**config.mk**
```make
export PLATFORM = sky130hd
export DESIGN_NAME = pcler8_down_timer
export DESIGN_NICKNAME = d
export VERILOG_FILES = /design/src/rtl/pcler8_down_timer.sv
export SDC_FILE = /design/constraint.sdc
export NUM_CORES = 1
export LEC_CHECK = 0
export CORE_MARGIN = 3
export CORE_UTILIZATION = 47
export CTS_BUF_LIST = sky130_fd_sc_hd__clkbuf_4 sky130_fd_sc_hd__clkbuf_8
export CTS_CLUSTER_DIAMETER = 150
export DETAILED_ROUTE_END_ITERATION = 10
export PLACE_DENSITY = 0.78
export SLEW_MARGIN = 20
export SYNTH_ARGS = -nofsm -noshare
export SYNTH_HDL_FRONTEND = slang
export SYNTH_SLANG_ARGS = --single-unit
```
**constraint.sdc**
```tcl
create_clock -name clk -period 2.25 [get_ports clk]
set_input_delay 0.3375 -clock clk [delete_from_list [all_inputs] [get_ports clk]]
set_output_delay 0.3375 -clock clk [all_outputs]
set_load 0.01 [all_outputs]
```
**src/rtl/pcler8_down_timer.sv**
```systemverilog
// pcler8_down_timer: registered 8-bit loadable down-counter for the pcler8
// family. A load starts a countdown from load_val towards zero. Reaching zero
// raises a terminal-count flag that stays high until it is acknowledged.
// Control priority on each edge: rst_n > clr > load > tc_ack > en.
//
// Optional feature macro: PCLER8_AUTO_RELOAD_EN
//   When defined, a reload register captures load_val on every load. Each
//   time the count reaches terminal in RUN, the count reloads from that
//   register, the counter stays in RUN and tc pulses for one cycle. A reload
//   value of zero falls back to the plain DONE/ack behaviour.
//   When undefined, there is no reload register.
module pcler8_down_timer #(
  parameter int WIDTH = 8
) (
  input  logic             clk,
  input  logic             rst_n,
  input  logic             clr,
  input  logic             load,
  input  logic [WIDTH-1:0] load_val,
  input  logic             en,
  input  logic             tc_ack,
  output logic [WIDTH-1:0] count,
  output logic             busy,
  output logic             tc
);

  typedef enum logic [1:0] {
    ST_IDLE = 2'b00,
    ST_RUN  = 2'b01,
    ST_DONE = 2'b10
  } state_t;

  state_t           r_state;
  logic [WIDTH-1:0] r_count;
  logic             r_busy;
  logic             r_tc;

  // A count of 1 (or a stray 0) in RUN means the next enabled edge is terminal,
  // so the count can never be decremented below zero.
  logic             w_terminal;
  logic             w_load_nonzero;

  assign w_terminal     = (r_count <= WIDTH'(1));
  assign w_load_nonzero = (load_val != {WIDTH{1'b0}});

`ifdef PCLER8_AUTO_RELOAD_EN
  logic [WIDTH-1:0] r_reload;
  logic             w_reload_nonzero;

  assign w_reload_nonzero = (r_reload != {WIDTH{1'b0}});

  // Reload register: follows every load and survives clr (only reset clears it).
  always_ff @(posedge clk) begin
    if (!rst_n) begin
      r_reload <= {WIDTH{1'b0}};
    end else if (!clr && load) begin
      r_reload <= load_val;
    end else begin
      r_reload <= r_reload;
    end
  end
`endif

  // Control FSM with registered count, busy and tc outputs.
  always_ff @(posedge clk) begin
    if (!rst_n) begin
      r_state <= ST_IDLE;
      r_count <= {WIDTH{1'b0}};
      r_busy  <= 1'b0;
      r_tc    <= 1'b0;
    end else if (clr) begin
      r_state <= ST_IDLE;
      r_count <= {WIDTH{1'b0}};
      r_busy  <= 1'b0;
      r_tc    <= 1'b0;
    end else if (load) begin
      r_count <= load_val;
      if (w_load_nonzero) begin
        r_state <= ST_RUN;
        r_busy  <= 1'b1;
        r_tc    <= 1'b0;
      end else begin
        r_state <= ST_DONE;
        r_busy  <= 1'b0;
        r_tc    <= 1'b1;
      end
    end else begin
      case (r_state)
        ST_IDLE: begin
          r_state <= ST_IDLE;
          r_count <= r_count;
          r_busy  <= 1'b0;
          r_tc    <= 1'b0;
        end
        ST_RUN: begin
          if (en && w_terminal) begin
`ifdef PCLER8_AUTO_RELOAD_EN
            if (w_reload_nonzero) begin
              r_state <= ST_RUN;
              r_count <= r_reload;
              r_busy  <= 1'b1;
              r_tc    <= 1'b1;
            end else begin
              r_state <= ST_DONE;
              r_count <= {WIDTH{1'b0}};
              r_busy  <= 1'b0;
              r_tc    <= 1'b1;
            end
`else
            r_state <= ST_DONE;
            r_count <= {WIDTH{1'b0}};
            r_busy  <= 1'b0;
            r_tc    <= 1'b1;
`endif
          end else if (en) begin
            r_state <= ST_RUN;
            r_count <= r_count - WIDTH'(1);
            r_busy  <= 1'b1;
            r_tc    <= 1'b0;
          end else begin
            r_state <= ST_RUN;
            r_count <= r_count;
            r_busy  <= 1'b1;
            r_tc    <= 1'b0;
          end
        end
        ST_DONE: begin
          r_count <= {WIDTH{1'b0}};
          r_busy  <= 1'b0;
          if (tc_ack) begin
            r_state <= ST_IDLE;
            r_tc    <= 1'b0;
          end else begin
            r_state <= ST_DONE;
            r_tc    <= 1'b1;
          end
        end
        default: begin
          r_state <= ST_IDLE;
          r_count <= {WIDTH{1'b0}};
          r_busy  <= 1'b0;
          r_tc    <= 1'b0;
        end
      endcase
    end
  end

  assign count = r_count;
  assign busy  = r_busy;
  assign tc    = r_tc;

endmodule

```
# ---- Word level (Yosys, flattened, before mapping)
# Cells that the tools add are included.
dict set report word_totals {
  ff_bits 12
  input_bits 14
  output_inout_bits 10
  elab_cells 34
}
dict set report classes {
  add_sub_neg 1
  magnitude_cmp 1
  n_eq_ne 4
  mux 18
  n_bitwise 1
  reduce_logical 5
}
# op n
set ops {}
lappend ops {{$mux W8} 3}
lappend ops {{$pmux W8 S2} 1}
lappend ops {{$le A8 B1 Y1 const B} 1}
lappend ops {{$mux W1} 8}
lappend ops {{$mux W2} 4}
lappend ops {{$reduce_bool A8 Y1} 1}
lappend ops {{$sub A8 B1 Y8 const B} 1}
lappend ops {{$ne A4 B4 Y1 const B} 1}
lappend ops {{$pmux W2 S2} 1}
lappend ops {{$eq A2 B1 Y1 const B} 1}
lappend ops {{$eq A2 B2 Y1 const B} 1}
lappend ops {{$logic_not A2 Y1} 1}
lappend ops {{$ne A2 B2 Y1 const B} 1}
lappend ops {{$pmux W1 S2} 1}
lappend ops {{$reduce_and A2 Y1} 1}
lappend ops {{$reduce_or A2 Y1} 1}
lappend ops {{$logic_and A1 B1 Y1} 1}
lappend ops {{$not A1 Y1} 1}

# ---- Logic depth before layout (Yosys ltp)
dict set report depth {
  depth_word 5
  mapped_depth 6
  depth_no_buf 6
}

# ---- Worst setup path after synthesis
# No wires, ideal clock.
dict set report synth_path {
  path_type {register to register}
  from {reg r_count[0] (netlist: count[0])}
  to {reg r_count[0] (netlist: count[0])}
  setup_ns 0.086
  arrival_time_ns 1.627
  required_time_ns 2.164
  path_slack_ns 0.537
  path_stages_with_launch 7
  path_buffers 0
  synth_period_minus_slack_ns 1.713
  cell_sequence {dfxtp_1 -> inv_1 -> ha_1 -> or2_2 -> a31oi_4 -> a221oi_1 -> a211oi_1}
}
dict set report synth_between {
  elab_chain_cells 5
  word_cells_on_any_way 9
  cone_classes {1 x add/sub; 1 x order compare; 1 x eq/ne; 4 x mux; 2 x reduce/logical}
}
# element line_no
set synth_lines {}
lappend synth_lines {{start: declaration} 34} ;# logic [WIDTH-1:0] r_count;
lappend synth_lines {{start signal: assignment} 68} ;# r_count <= {WIDTH{1'b0}};
lappend synth_lines {{start signal: assignment} 73} ;# r_count <= {WIDTH{1'b0}};
lappend synth_lines {{start signal: assignment} 77} ;# r_count <= load_val;
lappend synth_lines {{$sub A8 B1 Y8 or $le A8 B1 Y1 (tied branches)} {117, 43}}
lappend synth_lines {{$mux W8 or $logic_and A1 B1 Y1 (tied branches)} {115, 96}}
lappend synth_lines {{$mux W8} 96} ;# if (en && w_terminal) begin
lappend synth_lines {{$pmux W8 S2} 88} ;# case (r_state)
lappend synth_lines {{$mux W8} 76} ;# end else if (load) begin
# Parallel ways exist; a longest one is shown, timed or not. The select of a mux whose other input is x is not followed.
# A chain may end at the register's enable or synchronous reset.

# ---- Worst setup path in the final report
# Ends and elaborated chain as after synthesis.

==> flow_summary_export.csv <==
group,metric,value,unit
clock_network,cts.sinks,11,
critical_path,cp_max_fo,6,
critical_path,startpoint_type,"register",
synthesis,synth_top_area_share,28.2,%
route,drt_iter0_drc,37,
synthesis,synth_xor_area_share,0,%
clock_network,cts_root_buffer,"clkbuf_4",
global_routing,grt_use_met2,33.2,%
global_routing,grt_max_degree,10,
critical_path,crit_arrival,2.10,ns
synthesis,synth_mux_area_share,0,%
synthesis,ys_seq_area_share,28.2,%
die,rows,14,
worst_hold_path,min_path_type,"register to register",
synthesis,synthAdderAreaFrac,8.01,%
route,drtAntennaViolNets,0,
synthesis,postSynthCellCount,93,
global_routing,grt-busiest-layer,"met2",
synthesis,yosysMostFrequentCell,"dfxtp_1",
synthesis,synth_area_per_cell,8.40,um^2
die,die_w,46.8,um
route,routed_wl,2130,um
die,io_pins,24,
critical_path,cp-startpoint,"count[0]$_SDFFE_PP0P_",
cells_and_area,fillCellCount,139,
sta,worst_pin_slew,0.608,ns
synthesis,synth_edf_count,0,
synthesis,ys_top_cells_by_area,"dfxtp_1 28%, ha_1 8.0%, inv_1 4.8%",
synthesis,synth-seq-cells,11,
die,die-area,2190,um^2
sta,clock.fmax,524,MHz
run_status,status,"complete, no violations",
route,drc_errors,0,
route,first_pass_iters,4,
synthesis,synth_area_leader_cell,"dfxtp_1",
critical_path,path_class,"register to register",
clock_network,cts_made_buffers,3,
power_and_ir_drop,cellPowerDensity,465,nW/um^2
sta,maxSlewViolCount,0,
synthesis,ys_types,35,
synthesis,netlist_area,781,um^2
cells_and_area,syn_to_final_growth,34.9,%
sta,min_period,1.91,ns
synthesis,async_flop_share,0,%
sta,hold_viol_final,0,
global_routing,grt_use_met1,29.0,%
critical_path,end_kind,"register",
worst_hold_path,hp-start,"count[5]$_SDFFE_PP0P_",
sta,finalCritPeriodShare,84.8,%
synthesis,synth_top_family_by_area,"simple AND/OR/NAND/NOR gates",
die,start_util,50.6,%
power_and_ir_drop,ir_drop,0.297,mV
cells_and_area,diodes,0,
clock_network,post_cts_buffers,0,
critical_path,cp_data_required_time,2.44,ns
global_routing,first_global_vias,758,
clock_network,htree_levels,1,
sta,skew,0.00342,ns
placement,placed_cell_area,1020,um^2
global_routing,grt.met3_usage,3.45,%
sta,rsz0062_at_grt,"no",
synthesis,ys.flop_type,"dfxtp_1",
global_routing,grt_pass1_wl,3370,um
cells_and_area,drive_gt1_share,9.24,%
synthesis,syn_nets,112,
synthesis,yosys_warnings,0,
synthesis,netlist_top_cells_count,"11 x dfxtp_1, 10 x inv_1, 7 x nand2_1",
cells_and_area,stdcell_area,1050,um^2
clock_network,tritoncts,"built",
clock_network,cts.hold.buffers_added,0,
die,die_h,46.8,um
global_routing,track_usage,21.9,%
sta,fin_setup_tns,0,ns
placement,port_buffers,23,
placement,globalplace.congestion,0.884,
clock_network,cts-resized-gates,0,
route,via_count,849,
cells_and_area,layout.nets,139,
global_routing,overflow,0,
clock_network,clock_latency,0.27,ns
sta,setup_viol,0,
job,cap_violations,0,
synthesis,synth_compound_area_share,28.2,%
sta,max-slew-margin-rel,59.1,%
clock_network,cts.clk_slew.worst_paths,0.08,ns
die,core,1540,um^2
route,viasPerCell,6.29,
global_routing,antenna_found_initial,0,
route,wire_per_inst,15.8,um
power_and_ir_drop,p_leak,0.000373,uW
placement,dpl.hpwl,1600,um
clock_network,clockBufferDepth,2,
critical_path,r2r_start,"count[0]$_SDFFE_PP0P_",
synthesis,synthSimpleGateAreaFrac,28.8,%
[registers in the layout, summed over array words and instances (netlist names)]
signal / flops
count: 8
r_state: 2
busy: 1
[layout by cell type (no fill, tap or decap)]
cell              n
buf_4             1
nor3b_1           1
nand3b_1          2
nor2_1            5
and3_1            1
and2b_1           1
a211oi_1          2
or4_1             2
ha_1              5
nand2b_1          2
a221oi_1          2
clkbuf_4          4
o311a_1           1
nand3_1           2
or3b_2            1
o22ai_1           1
a211oi_2          1
a41oi_1           2
o21ai_0           6
clkdlybuf4s50_1  23
inv_1            10
o21ai_1           1
nor2b_1           2
nor4b_4           1
dfxtp_1          11
a21oi_1           6
nor4_4            1
or4b_1            1
or2_2             1
a31oi_4           1
a22oi_1           3
nand4b_1          1
a31oi_1           4
o21a_1            1
nand2_1           7
nor3_1            3
[layout make-up]
type | count | area, um^2 | share of cell area (%)
clock buffer | 4 | 30.0 | 2.85
timing repair buffer | 24 | 238 | 22.6
inverter | 10 | 37.5 | 3.56
sequential | 11 | 220 | 20.9
multi-input combinational | 70 | 508 | 48.2
tap | 16 | 20.0 | 1.90
[report_power, final]
part	internal (uW)	leakage, uW	total [uW]	switching, uW
registers	202	0.0000898	213	11.0
logic	62.6	0.000265	123	60.7
clock network	80.8	0.0000184	154	73.0
total	345	0.000373	490	145
[stage by stage]
step	util, %	hold WS [ns]	power (uW)	setup slack (ns)	std cells
floorplan	-	0.488	284	0.537	93
global placement	66.4	0.528	336	0.331	131
detailed placement	66.4	0.540	339	0.316	131
CTS	68.3	0.550	492	0.331	135
global route	68.3	0.577	515	0.254	135
finish	68.3	0.550	490	0.343	135
[final timing paths]
path,slack [ns],end,depth (start not counted)
worst min-delay path,0.55,count[5]$_SDFFE_PP0P_,2
worst max register to register,0.34,count[0]$_SDFFE_PP0P_,6
worst max-delay path,0.34,count[0]$_SDFFE_PP0P_,6
worst min register to register,0.55,count[5]$_SDFFE_PP0P_,2
[worst max-delay path: stages, from the launching register on]
cell and delay, ns:
dfxtp_1 0.46, inv_1 0.12, ha_1 0.26, or2_2 0.35, a31oi_4 0.28, a221oi_1 0.12
a211oi_1 0.22
[per-layer routing]
| metal | vias up | routed length [um] | part of all wire [%] |
|---|---|---|---|
| met3 | 4 | 137 | 6.4 |
| met1 | 409 | 948 | 44 |
| met4 | 0 | 23 | 1.1 |
| met2 | 33 | 1020 | 48 |
| met5 | - | 0 | 0 |
| li1 | 403 | - | - |
[cell families after synthesis]
logic type,count (synthesis)
AO/OA/AOI/OAI,31
buffers and inverters,12
adder cells (fa/ha/maj),5
flip-flops,11
AND/OR/NAND/NOR,34
Note: power is estimated with default switching activity, not from simulation.
